==> config.mk <==
export PLATFORM = sky130hd
export DESIGN_NAME = bmem_wr_arbiter
export DESIGN_NICKNAME = d
export VERILOG_FILES = /design/src/rtl/bmem_wr_arbiter.sv
export SDC_FILE = /design/constraint.sdc
export NUM_CORES = 1
export LEC_CHECK = 0
export CAP_MARGIN = 0
export CORE_AREA = 2 2 191 193
export CTS_CLUSTER_DIAMETER = 150
export DETAILED_ROUTE_END_ITERATION = 10
export DIE_AREA = 0 0 193 195
export DONT_BUFFER_PORTS = 1
export PLACE_DENSITY = 0.42
export SETUP_SLACK_MARGIN = 0.02
export SKIP_LAST_GASP = 1
export SLEW_MARGIN = 15
export SYNTH_ARGS = -nofsm -noshare
export SYNTH_HDL_FRONTEND = slang
export SYNTH_SLANG_ARGS = --single-unit
==> constraint.sdc <==
create_clock -name clk -period 6.2 [get_ports clk]
set_input_delay 0.31 -clock clk [delete_from_list [all_inputs] [get_ports clk]]
set_output_delay 0.31 -clock clk [all_outputs]
set_load 0.01 [all_outputs]
==> src/rtl/bmem_wr_arbiter.sv <==
// bmem_wr_arbiter: round-robin arbiter and sequencer for the bmem write port.
// Optional macro BMEM_ARB_TIMEOUT_EN enables the BUSY timeout abort.
module bmem_wr_arbiter #(
    parameter int NUM_REQ        = 4,
    parameter int TIMEOUT_CYCLES = 1024
) (
    input  logic                       clk,
    input  logic                       rst,
    input  logic [NUM_REQ-1:0]         req_valid,
    input  logic [NUM_REQ*32-1:0]      req_addr,
    input  logic [NUM_REQ*64-1:0]      req_data,
    output logic [NUM_REQ-1:0]         req_done,
    output logic                       req_err,
    input  logic                       bmem_resp,
    output logic                       bmem_wr_en,
    output logic [31:0]                bmem_wr_addr,
    output logic [63:0]                bmem_wr_data,
    output logic                       busy,
    output logic [$clog2(NUM_REQ)-1:0] owner,
    output logic                       spurious_resp
);

    localparam int IW = $clog2(NUM_REQ);

    typedef enum logic {
        IDLE = 1'b0,
        BUSY = 1'b1
    } state_t;

    state_t            state_q, state_d;
    logic [IW-1:0]     rr_q, rr_d;
    logic [IW-1:0]     owner_q, owner_d;
    logic              en_q, en_d;
    logic [31:0]       addr_q, addr_d;
    logic [63:0]       data_q, data_d;
    logic [NUM_REQ-1:0] done_q, done_d;
    logic              err_q, err_d;
    logic              spur_q, spur_d;
    logic [NUM_REQ-1:0] valid_m;
    logic              found;
    int                pick_idx;
    int                scan_idx;
    logic              finish;
    logic              abort;

`ifdef BMEM_ARB_TIMEOUT_EN
    logic [15:0]       cnt_q, cnt_d;
`else
    logic [15:0]       unused_timeout;
    assign unused_timeout = 16'(TIMEOUT_CYCLES);
`endif

    // The requester just completed is hidden during its done cycle
    assign valid_m = req_valid & ~done_q;

    // Round-robin scan starting at rr_q, wrapping at NUM_REQ
    always_comb begin
        found    = 1'b0;
        pick_idx = 0;
        scan_idx = 0;
        for (int k = 0; k < NUM_REQ; k++) begin
            scan_idx = int'(rr_q) + k;
            if (scan_idx >= NUM_REQ)
                scan_idx = scan_idx - NUM_REQ;
            if (!found && valid_m[scan_idx]) begin
                found    = 1'b1;
                pick_idx = scan_idx;
            end
        end
    end

    // Next-state and next-output computation for the IDLE/BUSY sequencer
    always_comb begin
        state_d = state_q;
        rr_d    = rr_q;
        owner_d = owner_q;
        en_d    = en_q;
        addr_d  = addr_q;
        data_d  = data_q;
        done_d  = '0;
        err_d   = 1'b0;
        spur_d  = spur_q;
        finish  = 1'b0;
        abort   = 1'b0;
`ifdef BMEM_ARB_TIMEOUT_EN
        cnt_d   = cnt_q;
`endif
        unique case (state_q)
            IDLE: begin
                if (bmem_resp)
                    spur_d = 1'b1;
                if (found) begin
                    state_d = BUSY;
                    en_d    = 1'b1;
                    owner_d = IW'(pick_idx);
                    addr_d  = req_addr[32*pick_idx +: 32];
                    data_d  = req_data[64*pick_idx +: 64];
`ifdef BMEM_ARB_TIMEOUT_EN
                    cnt_d   = '0;
`endif
                end
            end
            BUSY: begin
                if (bmem_resp) begin
                    finish = 1'b1;
`ifdef BMEM_ARB_TIMEOUT_EN
                end else if (cnt_q == 16'(TIMEOUT_CYCLES - 1)) begin
                    finish = 1'b1;
                    abort  = 1'b1;
                end else begin
                    cnt_d = cnt_q + 16'd1;
`endif
                end
            end
            default: state_d = IDLE;
        endcase
        if (finish) begin
            state_d         = IDLE;
            en_d            = 1'b0;
            addr_d          = '0;
            data_d          = '0;
            done_d[owner_q] = 1'b1;
            err_d           = abort;
            if (owner_q == IW'(NUM_REQ - 1))
                rr_d = '0;
            else
                rr_d = owner_q + 1'b1;
        end
    end

    // State and output registers; reset drops any transaction in flight
    always_ff @(posedge clk or posedge rst) begin
        if (rst) begin
            state_q <= IDLE;
            rr_q    <= '0;
            owner_q <= '0;
            en_q    <= 1'b0;
            addr_q  <= '0;
            data_q  <= '0;
            done_q  <= '0;
            err_q   <= 1'b0;
            spur_q  <= 1'b0;
`ifdef BMEM_ARB_TIMEOUT_EN
            cnt_q   <= '0;
`endif
        end else begin
            state_q <= state_d;
            rr_q    <= rr_d;
            owner_q <= owner_d;
            en_q    <= en_d;
            addr_q  <= addr_d;
            data_q  <= data_d;
            done_q  <= done_d;
            err_q   <= err_d;
            spur_q  <= spur_d;
`ifdef BMEM_ARB_TIMEOUT_EN
            cnt_q   <= cnt_d;
`endif
        end
    end

    assign bmem_wr_en    = en_q;
    assign bmem_wr_addr  = addr_q;
    assign bmem_wr_data  = data_q;
    assign busy          = (state_q == BUSY);
    assign owner         = owner_q;
    assign req_done      = done_q;
    assign req_err       = err_q;
    assign spurious_resp = spur_q;

endmodule

**Word-level counts from Yosys, hierarchy flattened**

Index checks and enable logic that the tools add are counted.

- Add/subtract/negate cells: 8
- Magnitude comparators: 10
- Eq/ne operators: 2
- Shifts and indexed selects: 2
- Mux-type cells: 42
- Bitwise operators: 3
- Reductions and logical operators: 11

Operators by type and width:

| kind | number |
|---|---|
| $shiftx A256 B32 Y64 | 1 |
| $mux W32 | 7 |
| $mux W64 | 3 |
| $lt A32 B4 Y1 const B | 4 |
| $shiftx A128 B32 Y32 | 1 |
| $mux W27 | 4 |
| $mux W1 | 21 |
| $sub A3 B3 Y4 const B | 3 |
| $ge A3 B3 Y1 const B | 3 |
| $bmux W1 S2 | 4 |
| $add A2 B2 Y3 const B | 2 |
| $reduce_and A2 Y1 | 3 |
| $and A4 B4 Y4 | 1 |
| $logic_and A1 B1 Y1 | 4 |
| $mux W4 | 1 |
| $not A4 Y4 | 1 |
| $sub A2 B3 Y4 const B | 1 |
| $add A2 B1 Y3 const B | 1 |
| $ge A2 B3 Y1 const B | 1 |
| $logic_not A1 Y1 | 3 |
| $lt A2 B3 Y1 const B | 1 |
| $add A2 B1 Y2 const B | 1 |
| $demux W1 S2 | 1 |
| $eq A2 B2 Y1 const B | 1 |
| other kinds (5) | 5 |

- Register bits: 107
- Output and inout bits: 106
- Logic and storage cells: 86

**Longest topological paths before layout**

Gate-level depths: netlist of the first run.

- Depth in word-level cells: 19
- Depth in mapped cells: 10
- Gate-level depth less buffers: 7

**Least setup slack after synthesis of the first run**

Ideal clock, no wire load.

- Kind: flip-flop to flip-flop
- Start point: register rr_q[1]
- End point: register data_q[11] (netlist: bmem_wr_data[11])
- Library setup time: 122 ps
- Data arrival time: 2814 ps
- Data required time: 6078 ps
- Setup slack: 3264 ps
- Stages on the path, launching flop included: 11
- Path buffers: 3
- Cells stage by stage: dfrtp_1 clkbuf_1 inv_1 ha_1 or3b_1 a221oi_2 o22a_1 buf_2 clkbuf_1 o211ai_1 a32o_1

- Longest elaborated chain between the ends: 19

Ends and longest elaborated chain:

| item | RTL line | RTL |
|---|---|---|
| start: declaration | 31 | `logic [IW-1:0] rr_q, rr_d;` |
| start signal: assignment | 148 | `rr_q <= rr_d;` |
| branches (longest 19 deep; another with $sub A3 B3 Y4) | -- |  |
| end signal: assignment | 152 | `data_q <= data_d;` |
| end: declaration | 35 | `logic [63:0] data_q, data_d;` |

Parallel ways; which one is timed is not known. The select of a mux whose other input is x is not followed.
A chain may end at the register's enable or synchronous reset.

**Worst setup path in the final report of the first run**

- Start point: register rr_q[0]
- End point: register addr_q[6] (netlist: bmem_wr_addr[6])

- Longest elaborated chain between the ends: 19

Ends and longest elaborated chain:

| item | RTL line | RTL |
|---|---|---|
| branches (longest 19 deep; another with $sub A3 B3 Y4) | -- |  |
| end signal: assignment | 151 | `addr_q <= addr_d;` |
| end: declaration | 34 | `logic [31:0] addr_q, addr_d;` |

Parallel ways; which one is timed is not known. The select of a mux whose other input is x is not followed.

==> reports/summary.txt, run 1 <==
Met3 GRT Util -> 0.05967
Finish-stage setup viols -> 0
Critical path, cell by cell -> inv_1 > ha_1 > or3b_1 > a221oi_4 > buf_12 > a21bo_1 > a221oi_4 > buf_4 > a32o_1
Setup TNS -> 0 ns
CP Max Fanout -> 194
Final wirelength -> 36800 um
Cell Rows -> 69
Synth top cells by count -> 198 x inv_1, 193 x o211ai_1, 192 x o221ai_1
Hold crit path type -> in -> reg
Routed len/inst -> 27.16 um
Peak supply drop -> 0.6058 mV
CTS tree -> built
Power per cell area -> 598.5 nW/um^2
Hold_buf cts -> 1
Syn nets -> 1407
Most common cell in the netlist -> inv_1
Simple-gate share of the synthesized area -> 0.02383
Synth Area in XOR/XNOR -> 0
Mux cell area share after synthesis -> 0.006173
Postcts setup bufs -> 0
Pin count of the biggest net entering global routing -> 195
Initial DRC count -> 484
Most area-hungry cell type in the Yosys netlist -> dfrtp_1
Complex-gate fraction of the synthesized area -> 0.4901
Slowest cell delay on critical path -> 0.66 ns
DRC Markers -> 0
Via/cell ratio -> 6.243
Post-CTS sizing -> 0
Final #Nets -> 1284
Unrepaired setup endpoints after global routing -> false
Slowest-stage cell, CP -> dfrtp_1
Met2 track demand over resource -> 0.3074
GRT Residual Overflow -> 0
# port buffers -> 0
Crit path kind -> reg -> reg
Area Overhead vs Synth -> 6.101%
Clk_skew -> 0.008508 ns
Number of synthesized flops with an enable pin -> 0
Placed Area -> 8940 um^2
Busiest grt layer -> met2
Min Clock Period, post-route -> 3.935 ns
CP Launch Type -> register
Mapped Avg Cell Area -> 8.655 um^2
ANT nets after route -> 0
Final period util -> 0.6347
Worst Max-Slew Pin Slew -> 0.9898 ns
Number of synthesized register bits -> 107
Skew-Pair Late Insertion Delay -> 0.38 ns
Final Slew Violations -> 0
Post-synth top flop -> dfrtp_1
Ys async rst share -> 1.000
Fmax -> 0.2541 GHz
I/O pin cnt -> 497
Number of global-route vias before repair -> 8253
Worst-path clk slew -> 0.08 ns
First-pass DRT Iterations -> 5
Sw Ratio -> 0.5638
Maxcap violations -> 0
Design Area, Final -> 9248 um^2
Yosys cell types -> 42
Routed vias -> 8459
Total CTS buffers -> 9
Critical Path RT -> 6.46 ns
Post-synth top area share -> 0.3072
Post-Synthesis Cells -> 1007
CP dominant cell by count -> a221oi_4
Die W -> 193 um
Total GRT Usage -> 0.1833
Combinational power share -> 0.654
Half-perimeter wire length after placement -> 24310 um
Yosys warns -> 0
Slew HR -> 0.3402
CP Capture Type -> register
Combinational family with the most area after synthesis -> compound AO/OA/AOI/OAI gates
Clk buf depth -> 2
Sequential power share -> 0.238
Grt met1 use -> 0.2108
Internal Pwr Total -> 2414 uW
Adder-Cell Fraction of Synth Area -> 0.01292
GP Congestion -> 0.7749
Clk network pwr share -> 0.108
# clock sinks -> 107
Outcome -> complete, no violations
Net Switching -> 3121 uW
CTS H-Tree Depth -> 3
Antenna violations before repair -> 7
Fill cells -> 3849
Fraction of layout cells with a size suffix above 1 -> 0.04837
First-pass GRT wire length -> 52300 um
Core ar. -> 35400 um^2
Root Buffer -> clkbuf_16
Initial Utilization -> 0.2462
Final hold vios -> 0
Vertical die dimension -> 195 um
Leak pwr -> 0.003555 uW
Synth area leaders -> dfrtp_1 31%, o221ai_1 19%, o211ai_1 17%, a32o_1 11%, inv_1 8.5%
CP arrival -> 4.20 ns
Die ar. -> 37640 um^2
Syn Std Cell Area -> 8716 um^2
Post-synthesis sequential area ratio -> 0.3072
-- cell type report --
type / count / area [um^2] / area share
multi-input cells: 552 / 4765 / 0.5152
clock buffers: 9 / 225.2 / 0.02435
diodes: 5 / 12.51 / 0.001353
inverters: 198 / 745.7 / 0.08064
repair buffers: 16 / 185.2 / 0.02002
well taps: 461 / 576.8 / 0.06237
flip-flops and latches: 107 / 2678 / 0.2895
clock inverters: 7 / 60.06 / 0.006494
-- cells in the final DEF, fill, tap and decap left out, types with 2 or more instances in the layout --
cell type and count:
inv_6 2, nor2_1 2, nor3b_1 3, nand3b_1 2, ha_1 9, inv_8 2
nand2b_1 5, or3b_1 2, a21o_1 2, a21oi_1 2, a32o_1 96, buf_4 10
nand2_1 6, and3_1 4, clkbuf_16 9, o21ai_0 4, o211ai_1 193, nor2b_1 4
o221ai_1 192, inv_1 197, clkinvlp_4 2, and3b_1 2, dfrtp_1 107, nand3_1 2
buf_12 5, diode_2 5, a221oi_4 2
-- critical path: cells and delay by family, from the launching register on --
kind                       cells  cell delay, ns
AOI/OAI and AO/OA              4            1.02
buffers and inverters          3            1.21
and+or+nand+nor                1            0.46
DFF                            1            0.66
adders and majority gates      1            0.42
-- per-stage QoR --
stage | utilization | hold slack [ns] | instances | power [uW] | setup WS, ns
2_1_floorplan | - | 0.4267 | 1007 | 3986 | 3.073
3_3_place_gp | 0.2526 | 0.3779 | 1333 | 4995 | 2.227
3_5_place_dp | 0.2526 | 0.3748 | 1333 | 4996 | 2.183
4_1_cts | 0.2609 | 0.01378 | 1350 | 5618 | 2.164
5_1_grt | 0.2611 | 0.01612 | 1353 | 5989 | 1.967
6_report | 0.2613 | 0.04905 | 1355 | 5535 | 2.265
-- cells by family after synthesis --
family / count (synthesis)
AOI/OAI and AO/OA: 504
DFF: 107
adders and majority gates: 9
muxes: 4
other: 1
buffers and inverters: 348
and+or+nand+nor: 34
-- registers in the layout, summed over array words and instances (netlist names) --
name,count
busy,1
bmem_wr_addr,32
req_done,4
bmem_wr_en,1
rr_q,2
bmem_wr_data,64
owner,2
spurious_resp,1
-- path summary, 6_finish.rpt --
| check | startpoint | end | slack [ns] | cells past startpoint |
|---|---|---|---|---|
| min in group asynchronous | rst | bmem_wr_data[61]$_DFFE_PP0P_ | 0.54 | 2 |
| worst min register to register | spurious_resp$_DFFE_PP0P_ | spurious_resp$_DFFE_PP0P_ | 0.55 | 1 |
| worst max register to register | rr_q[0]$_DFFE_PP0P_ | bmem_wr_addr[6]$_DFFE_PP0P_ | 2.26 | 9 |
| max in group asynchronous | rst | bmem_wr_data[29]$_DFFE_PP0P_ | 4.37 | 3 |
| worst min-delay path | bmem_resp | spurious_resp$_DFFE_PP0P_ | 0.05 | 1 |
| worst max-delay path | rr_q[0]$_DFFE_PP0P_ | bmem_wr_addr[6]$_DFFE_PP0P_ | 2.26 | 9 |
-- layer usage --
layer | wire length [um] | vias up
li1 | - | 3790
met3 | 3555 | 55
met2 | 17930 | 420
met1 | 14040 | 4188
met5 | 37 | -
met4 | 1240 | 6
-- power by group through the flow --
stage / Sequential, uW / Combinational [uW] / Clock (uW)
after floorplan: 1200 / 2780 / 0
after global placement: 1350 / 3650 / 0
after detailed placement: 1330 / 3660 / 0
after CTS: 1320 / 3660 / 633
after global routing: 1350 / 3980 / 660
final: 1320 / 3620 / 601
No activity file was read; power rests on OpenSTA's default activity.
==> inputs of run 2 (changes only) <==
- clock period: 6.2 -> 3.7 ns (I/O delays scaled with it)
==> run 2 against run 1 <==
  * Hold slack better by 0.12 ns
  * Non-clock buffer count increased by 12
  * Utilization up 0.57 points
  * Global-route usage is 1.0 points higher
  * Register-to-register slack worse by 1.8 ns
  * Critical endpoint is now bmem_wr_data[44]$_DFFE_PP0P_
==> reports/summary.txt, run 2 (synthesis results as in run 1) <==
Outcome -> complete, no violations
Layout Utilization -> 0.2670
Root Buffer -> clkbuf_16
Final wirelength -> 38850 um
Initial Utilization -> 0.2462
Fmax -> 0.3138 GHz
Total power -> 9639 uW
FF-to-FF End -> bmem_wr_data[44]$_DFFE_PP0P_
Worst Max-Slew Pin Slew -> 1.125 ns
Leak pwr -> 0.003651 uW
Die W -> 193 um
Critical Path RT -> 3.96 ns
Final #Nets -> 1296
CTS H-Tree Depth -> 3
Final WS setup -> 0.5129 ns
Reg-to-reg slack, setup -> 0.51 ns
Clk_skew -> 0.01701 ns
Max reg flops -> 64
Slowest-stage cell, CP -> or3b_1
Hold path start -> req_data[87]
Clk buf depth -> 2
GRT Residual Overflow -> 0
Worst-path clk slew -> 0.09 ns
Antenna violations before repair -> 7
Power per cell area -> 1020 nW/um^2
Slowest cell delay on critical path -> 0.46 ns
Pin count of the biggest net entering global routing -> 194
Skew-Pair Late Insertion Delay -> 0.38 ns
ANT nets after route -> 0
Postcts setup bufs -> 0
Routed vias -> 8656
CP Launch Type -> register
Via/cell ratio -> 6.332
First-pass DRT Iterations -> 5
CTS tree -> built
First-pass GRT wire length -> 55060 um
Final period util -> 0.8614
CP Capture Type -> register
Total CTS buffers -> 9
Pre-CTS setup slack -> 0.6977 ns
Crit path kind -> reg -> reg
Most common library cell in the layout ignoring fill and taps -> inv_1
Area Overhead vs Synth -> 8.427%
Unrepaired setup endpoints after global routing -> false
Half-perimeter wire length after placement -> 26130 um
CP arrival -> 3.45 ns
Fraction of layout cells with a size suffix above 1 -> 0.05993
Worst r2r path cells -> 9
Setup TNS -> 0 ns
Finish-stage setup viols -> 0
GP Congestion -> 0.8258
DRC Markers -> 0
Number of global-route vias before repair -> 8347
CP Max Fanout -> 96
I/O pin cnt -> 497
# clock sinks -> 107
WHS Path Cells -> 3
Core ar. -> 35400 um^2
Vertical die dimension -> 195 um
# port buffers -> 0
Hold Crit Endpoint -> bmem_wr_data[23]$_DFFE_PP0P_
Min Clock Period, post-route -> 3.187 ns
Critical path, cell by cell -> inv_1 > ha_1 > or3b_1 > a221oi_4 > buf_12 > a21bo_1 > a221oi_4 > buf_12 > a32o_1
Hold crit path type -> in -> reg
Fill cells -> 3844
Total GRT Usage -> 0.1936
Maxcap violations -> 0
Slew HR -> 0.2500
Hold_ws -> 0.1662 ns
Peak supply drop -> 0.8278 mV
Most frequent cells in the layout -> 197 x inv_1, 193 x o211ai_1, 192 x o221ai_1
Routed len/inst -> 28.42 um
Final Slew Violations -> 0
Die ar. -> 37640 um^2
Initial DRC count -> 600
RR Startpoint -> rr_q[0]$_DFFE_PP0P_
Cell Rows -> 69
Final hold vios -> 0
[run 2: critical path, delay by kind of cell, from the launching register on]
kind	cells	cell delay [ns]
flops	1	0.38
fa+ha+maj	1	0.34
compound gates	4	1.04
buf+inv	3	0.59
simple gates	1	0.46
[run 2: final cells by class]
| class | instances | area, um^2 | area share |
|---|---|---|---|
| Antenna cell | 5 | 12.51 | 0.001324 |
| Clock buffer | 9 | 225.2 | 0.02383 |
| Clock inverter | 7 | 70.07 | 0.007414 |
| Inverter | 198 | 745.7 | 0.07891 |
| Multi-Input combinational cell | 552 | 4765 | 0.5042 |
| Sequential cell | 107 | 2678 | 0.2833 |
| Tap cell | 461 | 576.8 | 0.06104 |
| Timing Repair Buffer | 28 | 377.9 | 0.03998 |
[run 2: how the worst max path moves through the flow]
stage | startpoint | to | slack, ns | cells after the start
floorplan | rst | bmem_wr_addr[0]$_DFFE_PP0P_ | 0.70 | 1
global placement | rr_q[0]$_DFFE_PP0P_ | bmem_wr_data[60]$_DFFE_PP0P_ | 0.74 | 8
detailed placement | rr_q[0]$_DFFE_PP0P_ | bmem_wr_addr[0]$_DFFE_PP0P_ | 0.70 | 8
CTS | rr_q[0]$_DFFE_PP0P_ | bmem_wr_addr[0]$_DFFE_PP0P_ | 0.68 | 8
global route | rr_q[0]$_DFFE_PP0P_ | bmem_wr_data[1]$_DFFE_PP0P_ | 0.51 | 8
finish | rr_q[0]$_DFFE_PP0P_ | bmem_wr_data[44]$_DFFE_PP0P_ | 0.51 | 9
[run 2: metal layers]
metal,vias up,wire length [um],share of wire,GRT usage
met2,456,18710,0.48,0.3227
li1,3815,-,-,-
met3,55,3818,0.098,0.06326
met4,4,1177,0.030,0.07688
met5,-,23,0.00059,0
met1,4326,15120,0.39,0.2285
[run 2: power breakdown]
group	internal [uW]	total (uW)	switching, uW
sequential	1590	2160	572
clock	478	1030	556
combinational	2210	6440	4230
[run 2: through the flow]
step	instance area [um^2]	cells
6_report	9450	1367
3_3_place_gp	9123	1344
5_1_grt	9443	1364
4_1_cts	9438	1362
2_1_floorplan	8716	1007
3_5_place_dp	9123	1344
[run 2: timing repair]
action	in CTS	in global routing
resized for setup	0	0
hold endpoints to repair	55	0
hold buffers	2	0
